[src/rtl/agc_pkg.sv]
// -----------------------------------------------------------------------------
// agc_pkg
// Shared definitions for the AGC gain-control PWM modulator slice.
//   PWM_W        : default duty / phase counter width
//   DIV_W        : default prescaler width
//   pwm_mode_e   : modulation scheme (PWM_MODE_CNT = counter, PWM_MODE_SD = sigma-delta)
// -----------------------------------------------------------------------------
package agc_pkg;

   localparam int PWM_W = 8;
   localparam int DIV_W = 4;

   typedef enum logic {
      PWM_MODE_CNT = 1'b0,
      PWM_MODE_SD  = 1'b1
   } pwm_mode_e;

endpackage : agc_pkg

[src/rtl/agc_pwm_presc.sv]
// -----------------------------------------------------------------------------
// agc_pwm_presc
// Clock prescaler for the AGC modulator. It produces a one-cycle tick every
// div+1 clk cycles. clr holds the counter at 0 and suppresses the tick, so the
// first tick after clr drops arrives div+1 cycles later.
// Ports:
//   clk, reset_n : clock, asynchronous active-low reset
//   clr          : hold counter at zero, no tick
//   div          : divide value; the tick fires when the count equals div
//   tick         : one-cycle pulse (combinational from the count)
// -----------------------------------------------------------------------------
module agc_pwm_presc #(
   parameter int DIV_W = agc_pkg::DIV_W
) (
   input  logic             clk,
   input  logic             reset_n,
   input  logic             clr,
   input  logic [DIV_W-1:0] div,
   output logic             tick
);

   logic [DIV_W-1:0] div_cnt_q;
   logic [DIV_W-1:0] div_cnt_d;

   // NOTE: every output of a combinational block gets a default first, so no path leaves it unassigned and no latch is inferred.
   always_comb begin
      tick      = 1'b0;
      div_cnt_d = div_cnt_q;
      if (clr) begin
         div_cnt_d = '0;
      end else if (div_cnt_q == div) begin
         tick      = 1'b1;
         div_cnt_d = '0;
      end else if (div_cnt_q > div) begin
         // div was lowered below the running count: restart quietly.
         div_cnt_d = '0;
      end else begin
         div_cnt_d = div_cnt_q + DIV_W'(1);
      end
   end

   // NOTE: state registers use non-blocking assignments so every flop samples pre-edge values.
   always_ff @(posedge clk or negedge reset_n) begin
      if (!reset_n) begin
         div_cnt_q <= '0;
      end else begin
         div_cnt_q <= div_cnt_d;
      end
   end

endmodule : agc_pwm_presc

[src/rtl/agc_pwm_mod.sv]
// -----------------------------------------------------------------------------
// agc_pwm_mod
// Gain-control modulator driving the RF AGC filter pin. It runs either a plain
// counter PWM or a first-order sigma-delta at the prescaled tick rate.
// New duty values are double-buffered and take effect only at a period boundary.
// Ports:
//   clk, reset_n    : clock, asynchronous active-low reset
//   pwm_ena         : modulator enable (0 = idle, output parked at pwm_inv)
//   pwm_inv         : output polarity invert, applied on the next clk
//   pwm_mode        : 0 counter PWM, 1 sigma-delta; sampled at a boundary
//   pwm_div         : tick every pwm_div+1 clk cycles
//   pwm_val         : requested duty
//   pwm_val_up      : one-cycle strobe qualifying pwm_val
//   pwm_out         : registered modulated output
//   pwm_period_end  : one-cycle pulse after each 2^PWM_W-tick period
//   duty_cur        : duty currently being modulated
// -----------------------------------------------------------------------------
module agc_pwm_mod
   import agc_pkg::pwm_mode_e, agc_pkg::PWM_MODE_CNT, agc_pkg::PWM_MODE_SD;
#(
   parameter int PWM_W = agc_pkg::PWM_W,
   parameter int DIV_W = agc_pkg::DIV_W
) (
   input  logic             clk,
   input  logic             reset_n,
   input  logic             pwm_ena,
   input  logic             pwm_inv,
   input  logic             pwm_mode,
   input  logic [DIV_W-1:0] pwm_div,
   input  logic [PWM_W-1:0] pwm_val,
   input  logic             pwm_val_up,
   output logic             pwm_out,
   output logic             pwm_period_end,
   output logic [PWM_W-1:0] duty_cur
);

   localparam logic [PWM_W-1:0] PHASE_MAX = '1;

   logic             tick;
   logic             boundary;
   logic             raw;
   pwm_mode_e        mode_in;

   logic [PWM_W-1:0] phase_cnt_q, phase_cnt_d;
   logic [PWM_W:0]   acc_q,       acc_d;
   logic [PWM_W-1:0] shadow_q,    shadow_d;
   logic             pending_q,   pending_d;
   logic [PWM_W-1:0] duty_cur_q,  duty_cur_d;
   pwm_mode_e        mode_act_q,  mode_act_d;
   logic             pwm_out_q,   pwm_out_d;
   logic             period_end_q, period_end_d;

   // The tick is suppressed while disabled, so every tick-derived event below is
   // implicitly qualified by pwm_ena.
   agc_pwm_presc #(
      .DIV_W (DIV_W)
   ) u_presc (
      .clk     (clk),
      .reset_n (reset_n),
      .clr     (~pwm_ena),
      .div     (pwm_div),
      .tick    (tick)
   );

   always_comb begin
      mode_in      = pwm_mode_e'(pwm_mode);
      boundary     = tick && (phase_cnt_q == PHASE_MAX);

      // Both sources are pure state, so raw is stable between ticks.
      raw          = (mode_act_q == PWM_MODE_SD) ? acc_q[PWM_W]
                                                 : (phase_cnt_q < duty_cur_q);

      phase_cnt_d  = phase_cnt_q;
      acc_d        = acc_q;
      shadow_d     = shadow_q;
      pending_d    = pending_q;
      duty_cur_d   = duty_cur_q;
      mode_act_d   = mode_act_q;
      pwm_out_d    = raw ^ pwm_inv;
      period_end_d = boundary;

      if (pwm_val_up) begin
         shadow_d  = pwm_val;
         pending_d = 1'b1;
      end

      if (!pwm_ena) begin
         phase_cnt_d = '0;
         acc_d       = '0;
         pending_d   = 1'b0;
         duty_cur_d  = pwm_val;
         mode_act_d  = mode_in;
         pwm_out_d   = pwm_inv;
      end else if (tick) begin
         phase_cnt_d = phase_cnt_q + PWM_W'(1);
         if (mode_act_q == PWM_MODE_SD) begin
            // Carry out of the low PWM_W bits is the sigma-delta output bit.
            acc_d = {1'b0, acc_q[PWM_W-1:0]} + {1'b0, duty_cur_q};
         end
         if (boundary) begin
            mode_act_d = mode_in;
            if ((mode_in == PWM_MODE_SD) && (mode_act_q == PWM_MODE_CNT)) begin
               acc_d = '0;
            end
            // A strobe landing on the boundary is newer than the shadow copy.
            if (pwm_val_up) begin
               duty_cur_d = pwm_val;
               pending_d  = 1'b0;
            end else if (pending_q) begin
               duty_cur_d = shadow_q;
               pending_d  = 1'b0;
            end
         end
      end
   end

   always_ff @(posedge clk or negedge reset_n) begin
      if (!reset_n) begin
         phase_cnt_q  <= '0;
         acc_q        <= '0;
         shadow_q     <= '0;
         pending_q    <= 1'b0;
         duty_cur_q   <= '0;
         mode_act_q   <= PWM_MODE_CNT;
         pwm_out_q    <= 1'b0;
         period_end_q <= 1'b0;
      end else begin
         phase_cnt_q  <= phase_cnt_d;
         acc_q        <= acc_d;
         shadow_q     <= shadow_d;
         pending_q    <= pending_d;
         duty_cur_q   <= duty_cur_d;
         mode_act_q   <= mode_act_d;
         pwm_out_q    <= pwm_out_d;
         period_end_q <= period_end_d;
      end
   end

   assign pwm_out        = pwm_out_q;
   assign pwm_period_end = period_end_q;
   assign duty_cur       = duty_cur_q;

endmodule : agc_pwm_mod

[config.mk]
export PLATFORM = sky130hd
export DESIGN_NAME = agc_pwm_mod
export DESIGN_NICKNAME = d
export VERILOG_FILES = /design/src/rtl/agc_pkg.sv /design/src/rtl/agc_pwm_presc.sv /design/src/rtl/agc_pwm_mod.sv
export SDC_FILE = /design/constraint.sdc
export NUM_CORES = 1
export LEC_CHECK = 0
export CORE_UTILIZATION = 56
export CTS_CLUSTER_DIAMETER = 120
export CTS_CLUSTER_SIZE = 28
export DETAILED_ROUTE_END_ITERATION = 16
export HOLD_SLACK_MARGIN = 0.12
export MAX_ROUTING_LAYER = met4
export PLACE_DENSITY = 0.8
export SYNTH_ARGS = -nofsm -noshare
export SYNTH_HDL_FRONTEND = slang
export SYNTH_HIERARCHICAL = 1
export SYNTH_SLANG_ARGS = --single-unit
export TNS_END_PERCENT = 10
[constraint.sdc]
create_clock -name clk -period 3.9 [get_ports clk]
set_input_delay 0.39 -clock clk [delete_from_list [all_inputs] [get_ports clk]]
set_output_delay 0.39 -clock clk [all_outputs]
set_load 0.1 [all_outputs]
==> results.sh <==
export IMPL_dpl_cell_count=304
export IMPL_p_leak_uw=0.00134
export IMPL_relSlewSlack=0.355
export IMPL_outcome="complete, no violations"
export IMPL_max_freq_mhz=400
export IMPL_drtPass1Iterations=4
export IMPL_drv_cap=0
export IMPL_final_nets=301
export IMPL_antenna_found_initial=0
export IMPL_fp_coreArea_um2=4060
export IMPL_rows=23
export IMPL_syn_area_um2=2410
export IMPL_reg2regPathDepth=8
export IMPL_crit_buf_inv=3
export IMPL_cts_max_level=2
export IMPL_die_x_um=67.6
export IMPL_die_area_um2=4570
export IMPL_skew_ps=7.40
export IMPL_worst_pin_slew_ps=965
export IMPL_ys_seq_area_frac=0.426
export IMPL_cts_tree="yes"
export IMPL_power_density_nw_per_um2=346
export IMPL_fin_crit_sh=0.641
export IMPL_root_buffer="clkbuf_8"
export IMPL_io_buffer_count=27
export IMPL_wl_per_cell_um=15.2
export IMPL_grt_max_degree=42
export IMPL_rsz0062_at_grt="false"
export IMPL_synth_top_family_by_area="simple AND/OR/NAND/NOR gates"
export IMPL_ant_nets=0
export IMPL_setup_violations=0
export IMPL_cts_hold_buf=0
export IMPL_synth_simple_gate_area_frac=0.155
export IMPL_min_path_type="input pin to async pin"
export IMPL_drv_slew=0
export IMPL_endpoint_kind="flip-flop"
export IMPL_synth_edf_count=0
export IMPL_drive_gt1_frac=0.118
export IMPL_avgSynthCellArea_um2=10.2
export IMPL_cts_buffers=5
export IMPL_synthMuxAreaShare=0.0462
export IMPL_synth_nets=275
export IMPL_syn_to_final_growth_pct=15.6
export IMPL_diodes=0
export IMPL_synthFlopType="dfrtp_1"
export IMPL_cp_cell_sequence="clkdlybuf4s50_1, inv_1, ha_1, nand4_1, nor2_1, buf_4, and3_1, nand4b_2, nand3_1, o221ai_1"
export IMPL_clock_latency_ps=300
export IMPL_synth_compound_area_frac=0.150
export IMPL_ir_drop_uv=341
export IMPL_synth_async_sr_flop_share=1.00
export IMPL_worst_setup_path_start_kind="input pin"
export IMPL_hold_viol=0
export IMPL_required_ps=4070
export IMPL_final_cell_mix="dfrtp_1, clkdlybuf4s50_1, inv_1"
export IMPL_place_congestion=0.845
export IMPL_hold_ws_ps=215
export IMPL_path_clk_slew_ps=80
export IMPL_post_cts_resized=0
export IMPL_vias_per_cell=5.85
export IMPL_yosys_area_top_type="dfrtp_1"
export IMPL_drtIter0Drc=76
export IMPL_ys_warn_count=6
export IMPL_worstSetupPathType="input pin to flip-flop"
export IMPL_slowest_delay_ps=450
export IMPL_final_cell_count_no_fill=312
export IMPL_cp_max_fo=16
export IMPL_critical_path_depth=10
export IMPL_io_pin_count=28
export IMPL_start_util=0.594
export IMPL_layout_min_cycle_time_ps=2500
export IMPL_clk_path_buf_depth=2
export IMPL_wirelength_um=4760
export IMPL_grt_pass1_vias=1718
export IMPL_arrival_ps=2670
export IMPL_post_cts_buffers=0
export IMPL_grt_pass1_wl_um=7960
export IMPL_grt_total_usage=0.245
export IMPL_clock_sinks=41
export IMPL_cp_slowest_cell="clkdlybuf4s50_1"
export IMPL_cp_top_family="simple AND/OR/NAND/NOR gates"
export IMPL_drc=0
export IMPL_dp_final_hpwl_um=3470
export IMPL_die_y_um=67.6
export IMPL_ys_ff_latch=41
export IMPL_final_common_cell="dfrtp_1"
export IMPL_finalSetupTns_ps=0
export IMPL_synth_xor_area_share=0.0473
export IMPL_num_vias=1825
export IMPL_synth_area_leaders="dfrtp_1, ha_1, mux2_2"
export IMPL_synthAdderAreaFrac=0.117
export IMPL_grt_overflow_total=0
export IMPL_yosysTopAreaCellShare=0.426
export IMPL_syn_inst=235
export IMPL_r2r_slack_ps=1560
export IMPL_synth_cell_types=46
flip-flops by register name, summed over array words and instances (netlist names):
register	count
acc_q	9
duty_cur	8
mode_act_q	1
pending_q	1
phase_cnt_q	8
pwm_out	1
pwm_period_end	1
shadow_q	8
u_presc/div_cnt_q	4
cells by family (layout without fill, tap and decap cells):
family,count (synthesis),after routing
DFF,41,41
xor gates and xnor gates,13,13
adders and majority gates,22,22
and+or+nand+nor,70,70
buffers and inverters,33,60
muxes,10,10
AOI/OAI and AO/OA,46,46
worst paths after layout:
check	startpoint	end
setup / recovery	pwm_div[3]	duty_cur[5]
hold / removal	reset_n	phase_cnt_q[5]
setup reg to reg	u_presc/div_cnt_q[3]	duty_cur[5]
hold reg to reg	u_presc/div_cnt_q[0]	u_presc/div_cnt_q[0]
max in group asynchronous	reset_n	u_presc/div_cnt_q[2]
min in group clk	u_presc/div_cnt_q[0]	u_presc/div_cnt_q[0]
Yosys cell counts (2+ instances only):
cell      number
inv_1         22
a21oi_1        8
a211oi_1       3
nand4_1        3
a32o_1         7
nor3_1         6
clkbuf_1       3
nor2b_1        2
clkbuf_2       2
xnor2_1        6
ha_1          21
nand2_1       20
dfrtp_1       41
nor2_1        13
a21o_1         2
mux2_2         9
xor2_1         7
o221ai_1      10
or3_1          2
and3_1         2
nand3_1       12
o211ai_1       4
o21ai_0        4
buf_2          4
layer usage:
layer / vias up / global-route usage / part of all wire
met5: - / - / 0
met4: 0 / 0.0585 / 0.0067
met3: 4 / 0.0574 / 0.030
met2: 27 / 0.377 / 0.47
met1: 894 / 0.324 / 0.49
li1: 900 / - / -
final cells by class:
type                            count  area (um^2)
Clock buffer                        5         68.8
Tap cell                           50         62.6
Sequential cell                    41         1030
Clock inverter                      3         17.5
Inverter                           23         86.3
Multi-Input combinational cell    161         1240
Fill cell                         317         1270
Timing Repair Buffer               29          280
per-stage QoR:
| step | util | area, um^2 | setup WS, ps | total power (uW) |
|---|---|---|---|---|
| floorplan | - | 2410 | 1500 | 628 |
| global placement | 0.665 | 2700 | 1170 | 691 |
| detailed placement | 0.665 | 2700 | 1100 | 696 |
| CTS | 0.686 | 2790 | 1410 | 967 |
| global route | 0.686 | 2790 | 1230 | 1010 |
| finish | 0.686 | 2790 | 1400 | 963 |
power breakdown:
group / total [uW] / internal (uW) / leakage (uW) / switching (uW)
combinational: 217 / 78.4 / 0.000762 / 138
sequential: 471 / 449 / 0.000532 / 22.0
clock: 275 / 124 / 0.0000439 / 152
total: 963 / 651 / 0.00134 / 312
Note: power is estimated with default switching activity, not from simulation.
